==> config.mk <==
export PLATFORM = sky130hd
export DESIGN_NAME = div_sequencer_flat
export DESIGN_NICKNAME = d
export VERILOG_FILES = /design/src/rtl/div_sequencer_if.sv /design/src/rtl/div_sequencer.sv /design/src/flat_wrapper.sv
export SDC_FILE = /design/constraint.sdc
export NUM_CORES = 1
export LEC_CHECK = 0
export ABC_AREA = 0
export CAP_MARGIN = 20
export CELL_PAD_IN_SITES_DETAIL_PLACEMENT = 1
export CELL_PAD_IN_SITES_GLOBAL_PLACEMENT = 2
export CORE_UTILIZATION = 30
export CTS_CLUSTER_DIAMETER = 150
export DETAILED_ROUTE_END_ITERATION = 16
export PLACE_DENSITY_LB_ADDON = 0.12
export SLEW_MARGIN = 0
export SYNTH_ARGS = -nofsm -noshare
export SYNTH_HDL_FRONTEND = slang
export SYNTH_SLANG_ARGS = --single-unit
==> constraint.sdc <==
create_clock -name clk -period 5.6 [get_ports clk]
set_clock_uncertainty 0.05 [all_clocks]
set_input_delay 1.12 -clock clk [delete_from_list [all_inputs] [get_ports clk]]
set_output_delay 1.12 -clock clk [all_outputs]
set_load 0.02 [all_outputs]
==> src/rtl/div_sequencer_if.sv <==
// rtl/div_sequencer_if.sv - request, response, flush and shared-ALU signals of the divide sequencer
interface div_sequencer_if #(
  parameter int XLEN = 32
);
  logic            in_valid;
  logic            in_ready;
  logic [1:0]      in_op;
  logic [XLEN-1:0] in_a;
  logic [XLEN-1:0] in_b;
  logic            flush;
  logic            out_valid;
  logic            out_ready;
  logic [XLEN-1:0] out_result;
  logic [XLEN-1:0] alu_a;
  logic [XLEN-1:0] alu_b;
  logic [4:0]      alu_ctrl;
  logic [XLEN-1:0] alu_result;
  logic            alu_c;

  modport master (
    output in_valid, in_op, in_a, in_b, flush, out_ready, alu_result, alu_c,
    input  in_ready, out_valid, out_result, alu_a, alu_b, alu_ctrl
  );

  modport slave (
    input  in_valid, in_op, in_a, in_b, flush, out_ready, alu_result, alu_c,
    output in_ready, out_valid, out_result, alu_a, alu_b, alu_ctrl
  );
endinterface

==> src/rtl/div_sequencer.sv <==
// rtl/div_sequencer.sv - RV32M DIV/DIVU/REM/REMU sequencer driving the shared ALU for every step
module div_sequencer #(
  parameter int         XLEN    = 32,
  parameter logic [4:0] ALU_ADD = 5'b0_0000,
  parameter logic [4:0] ALU_SUB = 5'b1_0000
) (
  input logic          clk,
  input logic          rst_n,
  div_sequencer_if.slave bus
);
  localparam int              CW       = $clog2(XLEN);
  localparam logic [XLEN-1:0] ALL_ONES = '1;
  localparam logic [XLEN-1:0] MIN_NEG  = {1'b1, {(XLEN-1){1'b0}}};

  typedef enum logic [2:0] {IDLE, ABS_A, ABS_B, ITER, FIX, DONE} state_t;

  state_t          state, state_nx;
  logic [1:0]      op;
  logic [XLEN-1:0] a_r, b_r, q, r, d, result;
  logic            sign_a, sign_b;
  logic [CW-1:0]   cnt;

  logic            div_zero, overflow;
  logic [XLEN-1:0] shifted, target;
  logic            qbit, neg;

  assign div_zero = (bus.in_b == '0);
  assign overflow = ~bus.in_op[0] && (bus.in_a == MIN_NEG) && (bus.in_b == ALL_ONES);

  // r[31] set means the 33-bit partial remainder already exceeds any divisor
  assign shifted = {r[XLEN-2:0], q[XLEN-1]};
  assign qbit    = r[XLEN-1] | bus.alu_c;
  assign target  = op[1] ? r : q;
  assign neg     = op[1] ? sign_a : (sign_a ^ sign_b);

  always_ff @(posedge clk or negedge rst_n) begin
    if (!rst_n) state <= IDLE;
    else        state <= state_nx;
  end

  always_comb begin
    state_nx = state;
    if (bus.flush) begin
      state_nx = IDLE;
    end else begin
      case (state)
        IDLE:    if (bus.in_valid) state_nx = (div_zero || overflow) ? DONE : ABS_A;
        ABS_A:   state_nx = ABS_B;
        ABS_B:   state_nx = ITER;
        ITER:    if (cnt == '0) state_nx = FIX;
        FIX:     state_nx = DONE;
        DONE:    if (bus.out_ready) state_nx = IDLE;
        default: state_nx = IDLE;
      endcase
    end
  end

  always_comb begin
    bus.in_ready   = (state == IDLE);
    bus.out_valid  = (state == DONE);
    bus.out_result = (state == DONE) ? result : '0;
    bus.alu_a      = '0;
    bus.alu_b      = '0;
    bus.alu_ctrl   = ALU_ADD;
    case (state)
      ABS_A: begin
        bus.alu_b    = a_r;
        bus.alu_ctrl = ALU_SUB;
      end
      ABS_B: begin
        bus.alu_b    = b_r;
        bus.alu_ctrl = ALU_SUB;
      end
      ITER: begin
        bus.alu_a    = shifted;
        bus.alu_b    = d;
        bus.alu_ctrl = ALU_SUB;
      end
      FIX: begin
        bus.alu_b    = target;
        bus.alu_ctrl = ALU_SUB;
      end
      default: ;
    endcase
  end

  always_ff @(posedge clk or negedge rst_n) begin
    if (!rst_n) begin
      op     <= '0;
      a_r    <= '0;
      b_r    <= '0;
      sign_a <= 1'b0;
      sign_b <= 1'b0;
      q      <= '0;
      r      <= '0;
      d      <= '0;
      cnt    <= '0;
      result <= '0;
    end else begin
      case (state)
        IDLE: begin
          if (bus.in_valid && !bus.flush) begin
            op     <= bus.in_op;
            a_r    <= bus.in_a;
            b_r    <= bus.in_b;
            sign_a <= bus.in_a[XLEN-1] & ~bus.in_op[0];
            sign_b <= bus.in_b[XLEN-1] & ~bus.in_op[0];
            if (div_zero)      result <= bus.in_op[1] ? bus.in_a : ALL_ONES;
            else if (overflow) result <= bus.in_op[1] ? '0 : MIN_NEG;
          end
        end
        ABS_A: begin
          q <= sign_a ? bus.alu_result : a_r;
          r <= '0;
        end
        ABS_B: begin
          d   <= sign_b ? bus.alu_result : b_r;
          cnt <= CW'(XLEN - 1);
        end
        ITER: begin
          r   <= qbit ? bus.alu_result : shifted;
          q   <= {q[XLEN-2:0], qbit};
          cnt <= cnt - 1'b1;
        end
        FIX: result <= neg ? bus.alu_result : target;
        default: ;
      endcase
    end
  end
endmodule
==> src/flat_wrapper.sv <==
// flat-port wrapper written by rule: the top's interface ports become plain ports
module div_sequencer_flat 
#(
  parameter int         XLEN    = 32,
  parameter logic [4:0] ALU_ADD = 5'b0_0000,
  parameter logic [4:0] ALU_SUB = 5'b1_0000
)
  (clk, rst_n, bus_in_valid, bus_in_op, bus_in_a, bus_in_b, bus_flush, bus_out_ready, bus_alu_result, bus_alu_c, bus_in_ready, bus_out_valid, bus_out_result, bus_alu_a, bus_alu_b, bus_alu_ctrl);
  div_sequencer_if #(.XLEN(XLEN)) bus_i ();
  input logic clk;
  input logic rst_n;
  input wire logic [$bits(bus_i.in_valid)-1:0] bus_in_valid;
  input wire logic [$bits(bus_i.in_op)-1:0] bus_in_op;
  input wire logic [$bits(bus_i.in_a)-1:0] bus_in_a;
  input wire logic [$bits(bus_i.in_b)-1:0] bus_in_b;
  input wire logic [$bits(bus_i.flush)-1:0] bus_flush;
  input wire logic [$bits(bus_i.out_ready)-1:0] bus_out_ready;
  input wire logic [$bits(bus_i.alu_result)-1:0] bus_alu_result;
  input wire logic [$bits(bus_i.alu_c)-1:0] bus_alu_c;
  output wire logic [$bits(bus_i.in_ready)-1:0] bus_in_ready;
  output wire logic [$bits(bus_i.out_valid)-1:0] bus_out_valid;
  output wire logic [$bits(bus_i.out_result)-1:0] bus_out_result;
  output wire logic [$bits(bus_i.alu_a)-1:0] bus_alu_a;
  output wire logic [$bits(bus_i.alu_b)-1:0] bus_alu_b;
  output wire logic [$bits(bus_i.alu_ctrl)-1:0] bus_alu_ctrl;
  assign bus_i.in_valid = bus_in_valid;
  assign bus_i.in_op = bus_in_op;
  assign bus_i.in_a = bus_in_a;
  assign bus_i.in_b = bus_in_b;
  assign bus_i.flush = bus_flush;
  assign bus_i.out_ready = bus_out_ready;
  assign bus_i.alu_result = bus_alu_result;
  assign bus_i.alu_c = bus_alu_c;
  assign bus_in_ready = bus_i.in_ready;
  assign bus_out_valid = bus_i.out_valid;
  assign bus_out_result = bus_i.out_result;
  assign bus_alu_a = bus_i.alu_a;
  assign bus_alu_b = bus_i.alu_b;
  assign bus_alu_ctrl = bus_i.alu_ctrl;
  div_sequencer #(.XLEN(XLEN), .ALU_ADD(ALU_ADD), .ALU_SUB(ALU_SUB)) u_core (.clk(clk), .rst_n(rst_n), .bus(bus_i));
endmodule
Yosys cells after proc, flatten, opt, wreduce, memory -nomap -nowiden:

Index checks and enable logic that the tools add are counted.

* register bits after elaboration: 204

* multiplexer cells: 25
* eq/ne operators: 12
* reduce and logical (&&, ||, !) cells: 15
* bitwise operators: 5
* $add $sub $neg: 1

Operators with widths (count)
* 32-bit two-way mux: 12
* 32-bit one-hot mux with 2 select lines: 3
* 32-bit one-hot mux with 4 select lines: 1
* 32-bit == test, second input constant: 2
* 32-bit logical NOT: 1
* 3-bit one-hot mux with 6 select lines: 1
* 3-bit two-way mux: 5
* 5-bit one-hot mux with 2 select lines: 1
* 3-bit by 2-bit == test with 1-bit output, second input constant: 2
* 3-bit == test, second input constant: 2
* 3-bit != test, second input constant: 2
* 3-bit AND reduction: 2
* 2-bit nonzero test: 3
* 5-bit logical NOT: 1
* 5-bit two-way mux: 1
* 5-bit by 1-bit subtractor with 5-bit output, second input constant: 1
* 4-bit OR reduction: 1
* 3-bit by 1-bit == test with 1-bit output, second input constant: 1
* 1-bit logical AND: 3
* 3-bit logical NOT: 1
* 3-bit by 1-bit != test with 1-bit output, second input constant: 1
* 3-bit by 2-bit != test with 1-bit output, second input constant: 1
* 1-bit bitwise AND: 2
* 2-bit by 1-bit != test with 1-bit output, second input constant: 1
* other kinds (7): 7

Logic depth before layout (Yosys ltp):

Gate-level depths: netlist of run 1.

* depth in word-level cells: 8
* gate-level depth with buffers: 8
* gate-level depth less buffers: 6

Worst setup path before layout of run 1:

OpenSTA, ideal clock, no wires.

* path kind: register -> output
* start point: register u_core.state[0]
* end point: output port bus_alu_b[0]
* path slack: 2754 ps
* required time: 4430 ps
* stages on the path, launching flop included: 9
* arrival: 1676 ps
* path buffers: 3
* cells stage by stage: dfrtp_1 buf_2 nand2b_1 clkbuf_1 nor2_1 clkbuf_1 nand2_1 o21ai_0 a221o_1

* word-level cells in the longest chain between the ends: 2

Ends and longest elaborated chain
* start: declaration: line div_sequencer.sv:17 `state_t state, state_nx;`
* start signal: assignment: line div_sequencer.sv:38 `else state <= state_nx;`
* 3-bit == test (tied with other cells): line div_sequencer.sv:65 `case (state)`
* 32-bit one-hot mux with 4 select lines *: line div_sequencer.sv:65
* end: declaration: line flat_wrapper.sv:24 `output wire logic [$bits(bus_i.alu_b)-1:0] bus_alu_b;`

Every way passes the cells marked *; elsewhere a longest branch is shown, timed or not.

Final worst setup path of run 1:

* start point: register u_core.state[2]
* end point: output port bus_alu_b[12]

The elaborated chain is that of the path after synthesis.

==> impl_metrics.yaml, run 1 <==
synthesis:
  synth-async-reset-ratio_pct: 100.0
  syn-instance-count: 1237
  yosysWarnings: 0
  synth-seq-area-share_pct: 43.59
  synthFlopType: "dfrtp_1"
  syn-cell-area_mm2: 0.01165
  ys_ff_latch: 203
  avgSynthCellArea_um2: 9.421
  ys_types: 49
  synth_edf_count: 0
clocking:
  cts_tree: "done"
  cts_buffer_depth: 3
  clk_pin_slew_ns: 0.06
  cts_root_buf: "clkbuf_16"
  post-cts-setup-buffers: 0
  clkLatencyLatePin_ns: 0.54
  htreeDepth: 1
  cts_sinks: 203
  cts_buffers: 26
  cts_resized: 0
  hold_buffers: 0
timing:
  hold_viol: 0
  fin_ws_ns: 0.8631
  tightest_slew_ns: 1.030
  rsz0062_at_grt: "no"
  min_period_ns: 4.737
  tns_ns: 0
  fmax_mhz: 211.1
  slew_viol_final: 0
  setup_viol: 0
  maxSlewHeadroom_pct: 31.11
  fin_crit_sh_pct: 84.59
drt:
  firstDrtPassIters: 5
  drt_iter0_markers: 472
  routed_wirelength_um: 47740
  drc_errors: 0
  vias: 10230
  ant_nets: 0
  wire_per_inst_um: 24.89
  viasPerCell: 5.331
critical_path:
  cp_max_fo: 47
  arrival_ns: 3.57
  required_ns: 4.43
  critPathKind: "register to primary output"
  cp-end-kind: "primary output"
  start_kind: "register"
grt:
  antenna_found_initial: 3
  met2_usage_pct: 39.75
  grt_pass1_wl_um: 72020
  overflow: 0
  grt_pass1_vias: 10920
  grt_max_degree: 93
  met3_usage_pct: 2.700
  track_usage_pct: 24.42
  use_met1_pct: 34.77
  busiest_layer: "met2"
cells_and_area:
  n_fill_cell: 4301
  layout-drive-gt1-share_pct: 10.45
  area_growth_pct: 28.71
  antenna_cells: 0
  utilization_pct: 39.54
  seq_area_mm2: 0.005087
  finalNetCount: 1495
  multi_input_area_mm2: 0.005919
floorplan:
  rows: 71
  die_w_um: 199.1
  dieArea_mm2: 0.03964
  start_util_pct: 30.72
  fp.dieH_um: 199.1
  core_mm2: 0.03793
  boundaryPins: 207
pwr:
  powerDensity_mw_per_mm2: 370.4
  power_leakage_nw: 6.281
  irDropWorstVdd_mv: 0.1973
place:
  post-place-ws_ns: 1.403
  hpwl_um: 31590
  port-buffer-count: 202
  gp_congestion: 0.7963
run:
  cap_violations: 0
hold_path:
  min-delay-path-class: "register to register"
status:
  outcome: "finished, final reports clean"
## layer usage
| metal | share of wire (%) | wire length (µm) |
|---|---|---|
| met5 | 0 | 0 |
| met1 | 48 | 22680 |
| met2 | 47 | 22270 |
| met4 | 2.0 | 937 |
| met3 | 3.9 | 1852 |
## final timing paths
path | depth (start not counted) | slack [ns] | to | startpoint
setup / recovery | 5 | 0.86 | bus_alu_b[12] | u_core.state[2]
hold / removal | 1 | 0.44 | u_core.cnt[4] | u_core.cnt[4]
setup reg to reg | 7 | 2.31 | u_core.result[8] | u_core.op[1]
hold reg to reg | 1 | 0.44 | u_core.cnt[4] | u_core.cnt[4]
max in group asynchronous | 2 | 3.71 | u_core.d[20] | rst_n
min in group asynchronous | 1 | 0.58 | u_core.result[1] | rst_n
## power by group
group	total [mW]	internal [mW]	switching [mW]	leakage, nW
Sequential	2.22	1.85	0.369	2.51
Clock	1.68	0.994	0.684	0.416
Combinational	1.66	0.736	0.920	3.35
Total	5.56	3.58	1.97	6.28
## state kept, by name, indices dropped and copies added, names as in the netlist
name / count
u_core.a_r: 32
u_core.q: 32
u_core.cnt: 5
u_core.sign_a: 1
u_core.result: 32
u_core.r: 32
u_core.d: 32
u_core.b_r: 32
u_core.sign_b: 1
u_core.state: 3
u_core.op: 1
## placed cells by master (no fill, tap or decap), types with 2 or more instances in the layout
cell and count:
o21ai_1 2, o21ai_0 98, nand4_2 4, buf_4 23, a2111oi_0 31, clkbuf_8 10
nor4b_1 2, ha_1 2, a21oi_1 68, or2_2 3, clkinv_2 3, mux2i_1 161
buf_12 2, inv_1 72, or2_1 9, conb_1 4, and4b_1 2, mux2_1 12
nor4bb_1 3, a211oi_1 3, nor2_1 69, nor3_1 38, clkbuf_1 6, clkbuf_16 27
a221o_1 32, nor4_1 15, mux2_2 55, dfrtp_1 199, clkdlybuf4s50_1 201, and2_1 32
nor2b_1 3, nand2_1 130, nor2_4 5, nand4_1 4, dfrtp_2 3, a31oi_1 32
or2_0 20
## worst max-delay path, stage by stage, from the launching register on
cell	delay [ns]
dfrtp_1	0.55
nand2b_4	0.47
nor2_4	0.61
buf_4	0.45
a221o_1	0.23
clkdlybuf4s50_1	0.65
## logic make-up after synthesis
family / synth area share (%)
AND/OR/NAND/NOR: 14.86
adder cells (fa/ha/maj): 0.2147
other: 0.03218
buffers and inverters: 6.238
XOR/XNOR: 0.1503
AO/OA/AOI/OAI: 14.61
multiplexers: 20.30
flip-flops: 43.59
## metrics by stage
stage               cell area, µm²  total power [mW]  hold WS, ns  cells
detailed placement           14150             3.914       0.4375   1872
finish                       15000             5.556       0.4428   1918
global route                 15000             5.877       0.4828   1918
global placement             14130             3.873       0.4183   1871
CTS                          15000             5.612       0.4453   1918
floorplan                    11660             3.185       0.4006   1240
## layout make-up
class / instances / area share [%]
Tap cell: 511 / 4.263
Timing Repair Buffer: 227 / 14.92
Sequential cell: 203 / 33.92
Clock buffer: 42 / 5.480
Clock inverter: 4 / 0.1502
Multi-Input combinational cell: 859 / 39.46
Inverter: 72 / 1.802
## synthesized netlist by cell type (2+ instances only)
cell type	instances	area share (%)
nand2b_1	2	0.11
nor4bb_1	3	0.26
mux2_2	55	5.3
nor2_1	73	2.4
nor4b_1	2	0.15
dfrtp_1	203	44
nand4_2	4	0.43
ha_1	2	0.21
or2_0	20	1.1
and4b_1	2	0.17
and2_1	33	1.8
or2_2	2	0.11
nor2b_1	3	0.16
mux2i_1	161	14
a221o_1	32	2.7
nor3_1	39	1.7
clkbuf_1	79	2.5
buf_4	4	0.26
a21oi_1	68	2.9
a211oi_1	3	0.19
a2111oi_0	31	2.3
or2_1	10	0.54
buf_2	17	0.73
nand2_1	131	4.2
o21ai_0	98	4.2
xnor2_1	2	0.15
buf_6	3	0.29
nor4_1	15	0.81
buf_1	3	0.097
inv_1	72	2.3
a31oi_1	32	1.7
o21ai_1	2	0.086
mux2_1	12	1.2
nand4_1	4	0.21
Note: power is estimated with default switching activity, not from simulation.
==> run 2, diff against run 1 <==
==> constraint.sdc (replaced) <==
create_clock -name clk -period 4.71 [get_ports clk]
set_clock_uncertainty 0.05 [all_clocks]
set_input_delay 0.942 -clock clk [delete_from_list [all_inputs] [get_ports clk]]
set_output_delay 0.942 -clock clk [all_outputs]
set_load 0.02 [all_outputs]
==> impl_metrics.yaml, run 2 (same netlist as run 1, synthesis figures left out) <==
status:
  outcome: "finished, final reports clean"
drt:
  ant_nets: 0
  vias: 10100
  viasPerCell: 5.243
  routed_wirelength_um: 46960
  drt_iter0_markers: 405
  wire_per_inst_um: 24.37
  firstDrtPassIters: 5
  drc_errors: 0
cells_and_area:
  final_common_cell: "clkdlybuf4s50_1"
  antenna_cells: 0
  layout-drive-gt1-share_pct: 10.81
  n_fill_cell: 4304
  final_cell_mix: "clkdlybuf4s50_1 (201), dfrtp_1 (199), mux2i_1 (161)"
  area_growth_pct: 29.42
  finalNetCount: 1501
timing:
  tns_ns: 0
  fin_crit_sh_pct: 88.77
  setup_viol: 0
  rsz0062_at_grt: "no"
  min_period_ns: 4.181
  tightest_slew_ns: 1.053
  maxSlewHeadroom_pct: 29.80
  hold_viol: 0
  fmax_mhz: 239.2
  slew_viol_final: 0
floorplan:
  fp.dieH_um: 199.1
  core_mm2: 0.03793
  die_w_um: 199.1
  start_util_pct: 30.72
  boundaryPins: 207
  rows: 71
  dieArea_mm2: 0.03964
grt:
  grt_max_degree: 98
  antenna_found_initial: 0
  track_usage_pct: 24.07
  grt_pass1_vias: 10580
  overflow: 0
  grt_pass1_wl_um: 70910
pwr:
  total_power_mw: 6.608
  irDropWorstVdd_mv: 0.3001
  power_leakage_nw: 6.324
  powerDensity_mw_per_mm2: 438.2
critical_path:
  r2r_start: "u_core.state[0]"
  critPathKind: "register to primary output"
  cp_max_fo: 28
  start_kind: "register"
  arrival_ns: 3.19
  timing.rr.end: "u_core.result[1]"
  ff2ff_setup_slack_ns: 1.57
  required_ns: 3.72
  cp-end-kind: "primary output"
  ff2ff_path_depth: 7
clocking:
  hold_buffers: 0
  cts_resized: 0
  cts_tree: "done"
  cts_buffers: 27
  cts_buffer_depth: 3
  clk_pin_slew_ns: 0.06
  post-cts-setup-buffers: 0
  cts_root_buf: "clkbuf_16"
  cts_sinks: 203
  htreeDepth: 1
  clkLatencyLatePin_ns: 0.55
hold_path:
  whs_endpoint: "u_core.cnt[4]"
  min-delay-path-class: "register to register"
  whs_path_depth: 1
  hp-start: "u_core.cnt[4]"
place:
  port-buffer-count: 202
  hpwl_um: 31520
  gp_congestion: 0.8241
run:
  cap_violations: 0
[run 2: how the worst max path moves through the flow]
stage,from,slack [ns],end,cells past startpoint
after floorplan,u_core.state[0],2.04,bus_alu_b[0],8
after global placement,bus_in_a[30],1.03,u_core.result[7],7
after detailed placement,u_core.state[2],1.01,bus_alu_b[9],4
after CTS,u_core.state[2],0.42,bus_alu_b[9],4
after global routing,u_core.state[0],0.39,bus_alu_b[12],6
final,u_core.state[0],0.53,bus_alu_b[12],6
[run 2: layout make-up]
class	instances	area [µm²]	area share [%]
Clock inverter	8	50.05	0.3318
Sequential cell	203	5087	33.73
Clock buffer	42	802.0	5.318
Multi-Input combinational cell	859	5917	39.23
Timing Repair Buffer	232	2316	15.36
Tap cell	511	639.4	4.239
Inverter	72	270.3	1.792
[run 2: report_power, final]
part	leakage, nW	total (mW)	switching, mW	internal, mW
logic	3.39	2.00	1.11	0.892
clock network	0.421	1.99	0.824	1.17
registers	2.51	2.62	0.414	2.20
[run 2: through the flow]
step / util [%] / instance area, µm² / hold slack (ns) / setup slack [ns] / instances
3_3_place_gp: 37.37 / 14170 / 0.4176 / 1.029 / 1875
5_1_grt: 39.76 / 15080 / 0.4591 / 0.3939 / 1927
4_1_cts: 39.69 / 15050 / 0.4402 / 0.4222 / 1926
3_5_place_dp: 37.44 / 14200 / 0.4340 / 1.014 / 1876
2_1_floorplan: - / 11660 / 0.4006 / 2.042 / 1240
6_report: 39.76 / 15080 / 0.4416 / 0.5291 / 1927
[run 2: worst max-delay path, cell delays in order, from the launching register on]
cell             delay [ns]
dfrtp_1                0.53
nor2_4                 0.26
nand2_1                0.27
buf_4                  0.39
o21ai_0                0.42
a221o_1                0.18
clkdlybuf4s50_1        0.59
[run 2: per-layer routing]
metal,up-vias,global-route usage (%),share of wire (%)
li1,4703,-,-
met1,5144,33.85,47
met2,207,39.91,48
met3,49,2.515,3.5
met4,0,4.786,1.7
met5,-,0,0
